### src/rtl/sysid_start_delay.sv
// Post-reset delay timer: counts the cycles spent in WAIT and flags the last one
// so the checker leaves WAIT exactly START_DELAY cycles after reset release.
module sysid_start_delay #(
  parameter int START_DELAY = 16
) (
  input  logic clock,
  input  logic reset,
  input  logic en,
  output logic expired
);

  localparam int            W    = (START_DELAY > 1) ? $clog2(START_DELAY) : 1;
  localparam logic [W-1:0]  LAST = W'(START_DELAY - 1);

  logic [W-1:0] cnt;

  // NOTE: state registers use non-blocking assignments so every flop samples
  // pre-edge values regardless of process evaluation order.
  always_ff @(posedge clock or posedge reset) begin
    if (reset) begin
      cnt <= '0;
    end else if (!en) begin
      cnt <= '0;
    end else if (!expired) begin
      cnt <= cnt + 1'b1;
    end
  end

  assign expired = en && (cnt == LAST);

endmodule

### config.mk
export PLATFORM = sky130hd
export DESIGN_NAME = sysid_start_delay
export DESIGN_NICKNAME = d
export VERILOG_FILES = /design/src/rtl/sysid_start_delay.sv
export SDC_FILE = /design/constraint.sdc
export NUM_CORES = 1
export LEC_CHECK = 0
export ABC_CLOCK_PERIOD_IN_PS = 1270
export CAP_MARGIN = 20
export CORE_AREA = 2 2 39 41
export CTS_CLUSTER_SIZE = 24
export DETAILED_ROUTE_END_ITERATION = 10
export DIE_AREA = 0 0 41 43
export GPL_ROUTABILITY_DRIVEN = 1
export HOLD_SLACK_MARGIN = 0.05
export PLACE_DENSITY = 0.31
export SLEW_MARGIN = 0
export SYNTH_ARGS = -nofsm -noshare
export SYNTH_HDL_FRONTEND = slang
export SYNTH_SLANG_ARGS = --single-unit
### constraint.sdc
create_clock -name clock -period 1.27 [get_ports clock]
set_input_delay 0.1905 -clock clock [delete_from_list [all_inputs] [get_ports clock]]
set_output_delay 0.1905 -clock clock [all_outputs]
set_load 0.01 [all_outputs]
==> results.md <==
- Status: finished, violations left
- Violated checks: setup timing
- Worst slew pin tran: 0.135 ns
- Fin crit period: 1.36 ns
- Drt drc: 0
- Total number of vias: 186
- Required @ worst endpoint: 1.08 ns
- Worst hold slack: 0.141 ns
- WS Path Type: reg -> out
- Initial DRC Count: 0
- Area grow syn2layout: 60.7%
- Multiplexer area fraction after synthesis: 9.25%
- Critical-path maximum fanout: 2
- Max incr delay on CP: 0.37 ns
- Reg with most FFs: cnt
- Avg WL per Cell: 7.74 um
- Number of flip-flops in the largest register: 4
- Register area share after synthesis: 46.2%
- Die area: 1760 um^2
- Worst min path class: in -> async
- Share of layout cells above drive strength 1: 44.1%
- Clock Latency Late Sink: 0.23 ns
- Place WS: -0.277 ns
- Cell variety after synth: 13
- Max-cap check violation count: 0
- Synthesized cell area: 216 um^2
- Clock edge transition at the registers on the reported setup and hold paths: 0.04 ns
- PwrDens: 971 nW/um^2
- CTS Sinks: 4
- R2R Path Start: cnt[0]
- Fin nets: 40
- Global-route wire length before repair: 627 um
- Regs by FF count: cnt x4
- Max Fclk: 735 MHz
- TritonCTS Buffers: 3
- Starting Density: 15.6%
- Critical-path cell list: ha_2, and3_4, and2_4, buf_6
- Die height: 43 um
- Post-CTS setup buffers: 0
- Width of the die: 41 um
- Final wirelength: 387 um
- Final ANT Viol Nets: 0
- CP delay by family, top: flip-flops
- Max-slew violations: 0
- Reg2reg end: cnt[3]
- Startpoint types: register
- CTS H-tree depth: 1
- Period Utilization, post-route: 107%
- Largest family of logic cells by synthesized area: simple AND/OR/NAND/NOR gates
- GRT Resource Usage Total: 5.95%
- CP arrival: 1.17 ns
- Placer's final routability congestion estimate: 0.588
- Pin count of the biggest net entering global routing: 7
- Via density: 3.72
- Critical-path top delay cell: dfrtp_1
- Synthesized area per cell: 10.3 um^2
- Antenna cell count: 0
- Layout Skew: 0.000879 ns
- Row count: 14
- Pleak: 0.000167 uW
- Simple-gate area share of the yosys netlist: 21.4%
- Post-Synthesis Cells: 21
- Initial antenna violation count: 0
- Core area: 1380 um^2
- Hold_buf cts: 0
- Max VDD drop: 0.384 mV
- IO Port Bufs: 3
- Crit. End Element: primary output
- Final setup fails: 1
- Root Buffer: clkbuf_4
- Total power: 338 uW
- Warnings from Yosys: 0
- Slew margin rel.: 90.8%
- Reg2Reg Depth: 4
- Adder-cell area share of the yosys netlist: 5.78%
- Final hold vios: 0
- Buf+Inv Stages, Crit Path: 1
- Finished Core Util: 25.1%
- Net count after synthesis: 25
- RSZ-0062 raised after global routing: yes
- Synth Area in Compound Gates: 13.9%
- TritonCTS clock tree: done
- Synth Area in XOR/XNOR: 0%
- IO Count: 4
- Yosys reg bits: 4
- Global route total overflow: 0
- Number of global-route vias before repair: 177
- Setup slack after layout: -0.0904 ns
- Reg2Reg Setup Slack: 0.13 ns
- First-pass DRT Iterations: 1
- CTS max path bufs: 2
[per-stage QoR]
stage                     setup TNS [ns]  cell area, um^2  cells
after floorplan                        0              216     21
after global placement            -0.285              319     47
after detailed placement          -0.277              319     47
after CTS                         -0.124              339     50
after global routing              -0.133              348     50
final                            -0.0904              348     50
[metal layers]
metal,vias up,track usage (%),routed length [um]
met4,0,8.00,0
met3,0,1.57,24
met5,-,0,0
met1,83,6.19,162
li1,99,-,-
met2,4,7.81,199
[placed cells by master, fill, tap and decap left out]
cell and instances:
and3_4 1, o21ai_0 1, inv_1 2, buf_4 7, and2_4 1, a31oi_1 1
clkbuf_4 3, dfrtp_1 4, a31o_2 1, nand2_1 3, clkdlybuf4s50_1 2, nand2b_1 2
nand3_1 1, o211a_1 1, mux2i_1 2, buf_6 1, ha_2 1
[report_power, final]
| group | switching, uW | internal, uW | total, uW |
|---|---|---|---|
| logic | 20.5 | 27.8 | 48.4 |
| clock network | 44.4 | 105 | 150 |
| registers | 3.96 | 136 | 140 |
| total | 68.9 | 269 | 338 |
[cell type report]
class	instances	area (um^2)
fillers	159	1040
inverters	2	7.51
well taps	16	20.0
multi-input cells	15	114
flip-flops and latches	4	100
repair buffers	10	83.8
clock buffers	3	22.5
[how the worst max path moves through the flow]
stage / from / to / slack [ns] / cells after the start
floorplan: cnt[0] / expired / 0.10 / 3
CTS: cnt[1] / expired / -0.12 / 4
global route: cnt[0] / expired / -0.13 / 4
detailed placement: cnt[0] / expired / -0.28 / 4
finish: cnt[0] / expired / -0.09 / 4
global placement: cnt[0] / expired / -0.29 / 4
[timing repair]
item,CTS,global route
gates resized for setup,5,2
setup endpoints to repair,1,1
hold endpoints to repair,0,0
pin swaps,3,1
[cell families (layout without fill, tap and decap cells)]
family          after synthesis  in the layout
buf+inv                       2             15
mux                           2              2
compound gates                4              4
flops                         4              4
simple gates                  8              8
fa+ha+maj                     1              1
[synth_stat cells, drive strengths merged]
library cell	instances	area share [%]
dfrtp	4	46
nand2	3	5.2
inv	2	3.5
mux2i	2	9.2
nand2b	2	5.8
a31o	1	4.0
a31oi	1	2.9
and2	1	2.9
and3	1	5.2
ha	1	5.8
nand3	1	2.3
o211a	1	4.6
o21ai	1	2.3
(Power assumes the default switching activity.)
==> RTL change 1, RTL diff (config.mk and constraints unchanged) <==
Add an input register stage for `en`; this delays it by one clock.
--- a/src/rtl/sysid_start_delay.sv
+++ b/src/rtl/sysid_start_delay.sv
@@ -14,2 +14,8 @@
 
+  logic en_q;
+
+  always_ff @(posedge clock) begin
+    en_q <= en;
+  end
+
   logic [W-1:0] cnt;
@@ -21,3 +27,3 @@
       cnt <= '0;
-    end else if (!en) begin
+    end else if (!en_q) begin
       cnt <= '0;
@@ -28,3 +34,3 @@
 
-  assign expired = en && (cnt == LAST);
+  assign expired = en_q && (cnt == LAST);
 
Formal check against the unedited RTL: no difference found for any inputs over 10 cycles, from zero or initial values and one cycle with reset high; that may be too few to reach the edited logic, so the function may still have changed.
==> RTL change 1 against the original RTL <==
The flow still finishes with violations (negative setup slack). Worst setup slack got worse by 0.016 ns. Cell count up 4.0%. Routed wire length is 20% higher. Non-clock buffer count is the same. Critical path depth did not move. Sequential share of layout area is 3.5 points higher. Die area unchanged. Largest cell class is now registers. Synthesized area increased by 9.2%. Final area increased by 6.8%. Sequential cell count rose by 1. Total power is 17% higher.
==> RTL change 1: results (changes against the original RTL) <==
<table>
<tr><th>Metric</th><th>Value</th></tr>
<tr><th colspan="2">Routing</th></tr>
<tr><td>Post-Route WL</td><td>463 um (+20%)</td></tr>
<tr><td>Initial DRC count</td><td>3 (+3)</td></tr>
<tr><td>Total vias in the final route</td><td>197 (+5.9%)</td></tr>
<tr><td>Number of detailed-route iterations in the first pass</td><td>2 (+1)</td></tr>
<tr><th colspan="2">Run status</th></tr>
<tr><td>Run status</td><td>finished with violations</td></tr>
<tr><td>Violated checks</td><td>negative setup slack</td></tr>
<tr><th colspan="2">Timing</th></tr>
<tr><td>Clock skew</td><td>0.00111 ns (+0.000233 ns)</td></tr>
<tr><td>Final setup violation count</td><td>1 (unchanged)</td></tr>
<tr><td>Worst path setup slack after routing</td><td>-0.106 ns (-0.0161 ns)</td></tr>
<tr><td>Final sum of negative setup slack</td><td>-0.106 ns (-0.0161 ns)</td></tr>
<tr><th colspan="2">Global route</th></tr>
<tr><td>First-pass GRT wire length</td><td>745 um (+19%)</td></tr>
<tr><td>Vias in the first global route</td><td>206 (+16%)</td></tr>
<tr><th colspan="2">Layout</th></tr>
<tr><td>Number of standard cells in the layout, taps in and fillers out</td><td>52 (+4.0%)</td></tr>
<tr><td>Fraction of final layout cells sized beyond drive strength 1</td><td>0.417 (-0.0245)</td></tr>
<tr><td>Regs by FF count</td><td>cnt: 4 flops, en_q: 1 flops</td></tr>
<tr><th colspan="2">Clock tree</th></tr>
<tr><td>Number of buffers inserted to repair setup after CTS</td><td>1 (+1)</td></tr>
<tr><td>CTS-repair resized insts</td><td>7 (+2)</td></tr>
<tr><th colspan="2">Placement</th></tr>
<tr><td>Placement Setup Slack</td><td>-0.289 ns (-0.0112 ns)</td></tr>
<tr><td>Final weighted congestion in routability-driven placement</td><td>0.603 (+2.7%)</td></tr>
<tr><td>Count of placed standard cells including taps</td><td>48 (+2.1%)</td></tr>
<tr><th colspan="2">Synthesis</th></tr>
<tr><td>Post-Synthesis Cells</td><td>22 (+4.8%)</td></tr>
<tr><td>Total nets after synthesis</td><td>26 (+4.0%)</td></tr>
<tr><th colspan="2">Pwr</th></tr>
<tr><td>Fraction of power spent switching nets</td><td>0.206 (+0.00203)</td></tr>
<tr><td>Leakage power</td><td>0.177 nW (+5.8%)</td></tr>
<tr><th colspan="2">Setup path</th></tr>
<tr><td>Arrival time at the worst endpoint</td><td>1.19 ns (+0.02 ns)</td></tr>
</table>
## RTL change 1: cell families (layout without fill, tap and decap cells)
logic type | Yosys count | after routing | synth area share
buf+inv | 2 | 16 | 0.0318
mux | 2 | 2 | 0.0847
fa+ha+maj | 1 | 1 | 0.0529
compound gates | 4 | 4 | 0.127
flops | 5 | 5 | 0.508
simple gates | 8 | 8 | 0.196
## RTL change 1: per-layer routing
| metal | global-route usage | vias to the layer above | routed length [um] |
|---|---|---|---|
| li1 | - | 104 | - |
| met1 | 0.0782 | 89 | 202 |
| met2 | 0.0938 | 4 | 246 |
| met3 | 0.0157 | 0 | 14 |
| met4 | 0.0800 | 0 | 0 |
| met5 | 0 | - | 0 |
## RTL change 1: worst paths after layout
path	start	endpoint	cells after the start
worst min-delay path	reset	cnt[1]$_DFFE_PP0P_	2
worst max-delay path	cnt[0]$_DFFE_PP0P_	expired	4
min in group clock	en	en_q$_DFF_P_	1
worst max register to register	cnt[0]$_DFFE_PP0P_	cnt[3]$_DFFE_PP0P_	4
worst min register to register	cnt[2]$_DFFE_PP0P_	cnt[2]$_DFFE_PP0P_	2
max in group asynchronous	reset	cnt[3]$_DFFE_PP0P_	2
## RTL change 1: final cells by class
class,instances,area share
clock buffer,4,0.0707
inverter,2,0.0202
multi-input combinational,15,0.306
sequential,5,0.323
tap,16,0.0539
timing repair buffer,10,0.226
## RTL change 1: power groups by stage
stage          logic, mW  registers [mW]  clock network [mW]
2_1_floorplan     0.0162           0.180                   0
3_3_place_gp      0.0481           0.176                   0
3_5_place_dp      0.0491           0.176                   0
4_1_cts           0.0498           0.174               0.184
5_1_grt           0.0553           0.175               0.202
6_report          0.0488           0.174               0.173
==> RTL change 2, RTL diff (config.mk and constraints unchanged) <==
Made on the original files. Change the parameter `START_DELAY` from 16 to 32.
--- a/src/rtl/sysid_start_delay.sv
+++ b/src/rtl/sysid_start_delay.sv
@@ -3,3 +3,3 @@
 module sysid_start_delay #(
-  parameter int START_DELAY = 16
+  parameter int START_DELAY = 32
 ) (
Formal check against the unedited RTL: same outputs for any inputs over 10 cycles, from zero or initial values and one cycle with reset high; that may be too few to reach the edited logic, so the function may still have changed.
==> RTL change 2 against the original RTL <==
Count of clock-buffer cells in the layout rose by 1. Sequential cell count rose by 1. Synthesized area increased by 32%. Routed wire length rose by 57%. Final area up 37%. Clock power up 25%. Total power increased by 27%. Synthesized cell count is 9.5% higher. The run still ends with negative setup slack left. Worst setup slack got worse by 0.21 ns.
==> RTL change 2: results (changes against the original RTL) <==
<table>
<tr><th>Metric</th><th>Value</th></tr>
<tr><th colspan="2">Run status</th></tr>
<tr><td>Run status</td><td>finished with violations</td></tr>
<tr><td>Violated checks</td><td>negative setup slack</td></tr>
<tr><th colspan="2">Setup path</th></tr>
<tr><td>Critical register-to-register path endpoint</td><td>cnt[3]$_DFFE_PP0P_</td></tr>
<tr><td>Cell count of the worst reg-to-reg path</td><td>7 (+3)</td></tr>
<tr><th colspan="2">Synthesis</th></tr>
<tr><td>Sequential element share of the synthesized area</td><td>0.439 (-0.0238)</td></tr>
<tr><td>Total nets after synthesis</td><td>28 (+12%)</td></tr>
<tr><td>Most frequent cells after synthesis</td><td>5 x sky130_fd_sc_hd__dfrtp_1, 4 x sky130_fd_sc_hd__and2_1, 3 x sky130_fd_sc_hd__xnor2_1</td></tr>
<tr><td>Cell variety after synth</td><td>11 (-2)</td></tr>
<tr><td>Mean area per synthesized cell</td><td>12.4 um2 (+20%)</td></tr>
<tr><td>Synth area leaders</td><td>sky130_fd_sc_hd__dfrtp_1 44%, sky130_fd_sc_hd__xnor2_1 9.2%, sky130_fd_sc_hd__and2_1 8.8%</td></tr>
<tr><th colspan="2">Global route</th></tr>
<tr><td>Global-route usage over all layers</td><td>0.0819 (+0.0224)</td></tr>
<tr><td>First-pass GRT wire length</td><td>876 um (+40%)</td></tr>
<tr><td>GR met2 Demand/Resource</td><td>0.109 (+0.0313)</td></tr>
<tr><td>Met1 track utilization from global routing</td><td>0.0921 (+0.0302)</td></tr>
<tr><td>Maximum number of pins on one net before global-route repair</td><td>6 (-1)</td></tr>
<tr><td>Vias in the first global route</td><td>228 (+29%)</td></tr>
<tr><th colspan="2">Layout</th></tr>
<tr><td>Fraction of final layout cells sized beyond drive strength 1</td><td>0.513 (+0.0716)</td></tr>
<tr><td>Regs by FF count</td><td>cnt: 5 flops</td></tr>
<tr><td>Number of standard cells in the layout, taps in and fillers out</td><td>55 (+10%)</td></tr>
<tr><td>Count of nets after finishing</td><td>45 (+13%)</td></tr>
<tr><th colspan="2">Pwr</th></tr>
<tr><td>Max rail drop VDD</td><td>0.309 mV (-19%)</td></tr>
<tr><td>Leakage power</td><td>0.239 nW (+43%)</td></tr>
<tr><th colspan="2">Timing</th></tr>
<tr><td>Clock skew</td><td>0.00138 ns (+0.000498 ns)</td></tr>
<tr><td>Final setup violation count</td><td>6 (+5)</td></tr>
<tr><td>Transition time at the pin with the least slew margin</td><td>0.214 ns (+0.0799 ns)</td></tr>
<tr><td>Final sum of negative setup slack</td><td>-1.29 ns (-1.20 ns)</td></tr>
<tr><td>Worst path setup slack after routing</td><td>-0.303 ns (-0.212 ns)</td></tr>
<tr><th colspan="2">Clock tree</th></tr>
<tr><td>CTS-repair resized insts</td><td>6 (+1)</td></tr>
<tr><th colspan="2">Routing</th></tr>
<tr><td>Initial DRC count</td><td>1 (+1)</td></tr>
<tr><td>Post-DR wirelength/cell</td><td>11.0 um (+42%)</td></tr>
<tr><th colspan="2">Placement</th></tr>
<tr><td>Area of placed instances</td><td>389 um2 (+22%)</td></tr>
</table>
RTL change 2: cell types whose count changed in the layout (fill, tap and decap cells not counted), moves of 2 or more:
| cell | change |
|---|---|
| sky130_fd_sc_hd__and2_1 | +3 |
| sky130_fd_sc_hd__buf_6 | +3 |
| sky130_fd_sc_hd__nand2_1 | -3 |
| sky130_fd_sc_hd__xnor2_1 | +3 |
| sky130_fd_sc_hd__ha_4 | +2 |
| sky130_fd_sc_hd__nand2b_1 | -2 |
| sky130_fd_sc_hd__nor2b_1 | +2 |
RTL change 2: routing by layer:
metal / routed length (um) / vias up / share of wire
li1: - / 107 / -
met1: 238 / 100 / 0.39
met2: 354 / 2 / 0.58
met3: 13 / 0 / 0.021
met4: 0 / 0 / 0
met5: 0 / - / 0
RTL change 2: kinds of logic after synthesis:
logic type / synth area share
and+or+nand+nor: 0.259
DFF: 0.439
xor gates and xnor gates: 0.0921
buffers and inverters: 0.0526
muxes: 0.0702
adders and majority gates: 0.0877
RTL change 2: final cells by class:
| type | instances | area (um2) |
|---|---|---|
| repair buffers | 13 | 118 |
| well taps | 16 | 20.0 |
| fillers | 144 | 906 |
| clock buffers | 4 | 26.3 |
| multi-input cells | 16 | 185 |
| inverters | 1 | 3.75 |
| flip-flops and latches | 5 | 125 |
RTL change 2: where the power goes:
group,leakage (nW),switching [mW],internal [mW]
registers,0.0673,0.00758,0.168
logic,0.157,0.0254,0.0402
clock network,0.0150,0.0683,0.119
RTL change 2: worst max-delay path, stage by stage (launching register included):
cell and delay, ns:
sky130_fd_sc_hd__dfrtp_1 0.41, sky130_fd_sc_hd__ha_4 0.18, sky130_fd_sc_hd__and3_4 0.15, sky130_fd_sc_hd__ha_4 0.16, sky130_fd_sc_hd__and2_4 0.13, sky130_fd_sc_hd__buf_6 0.11
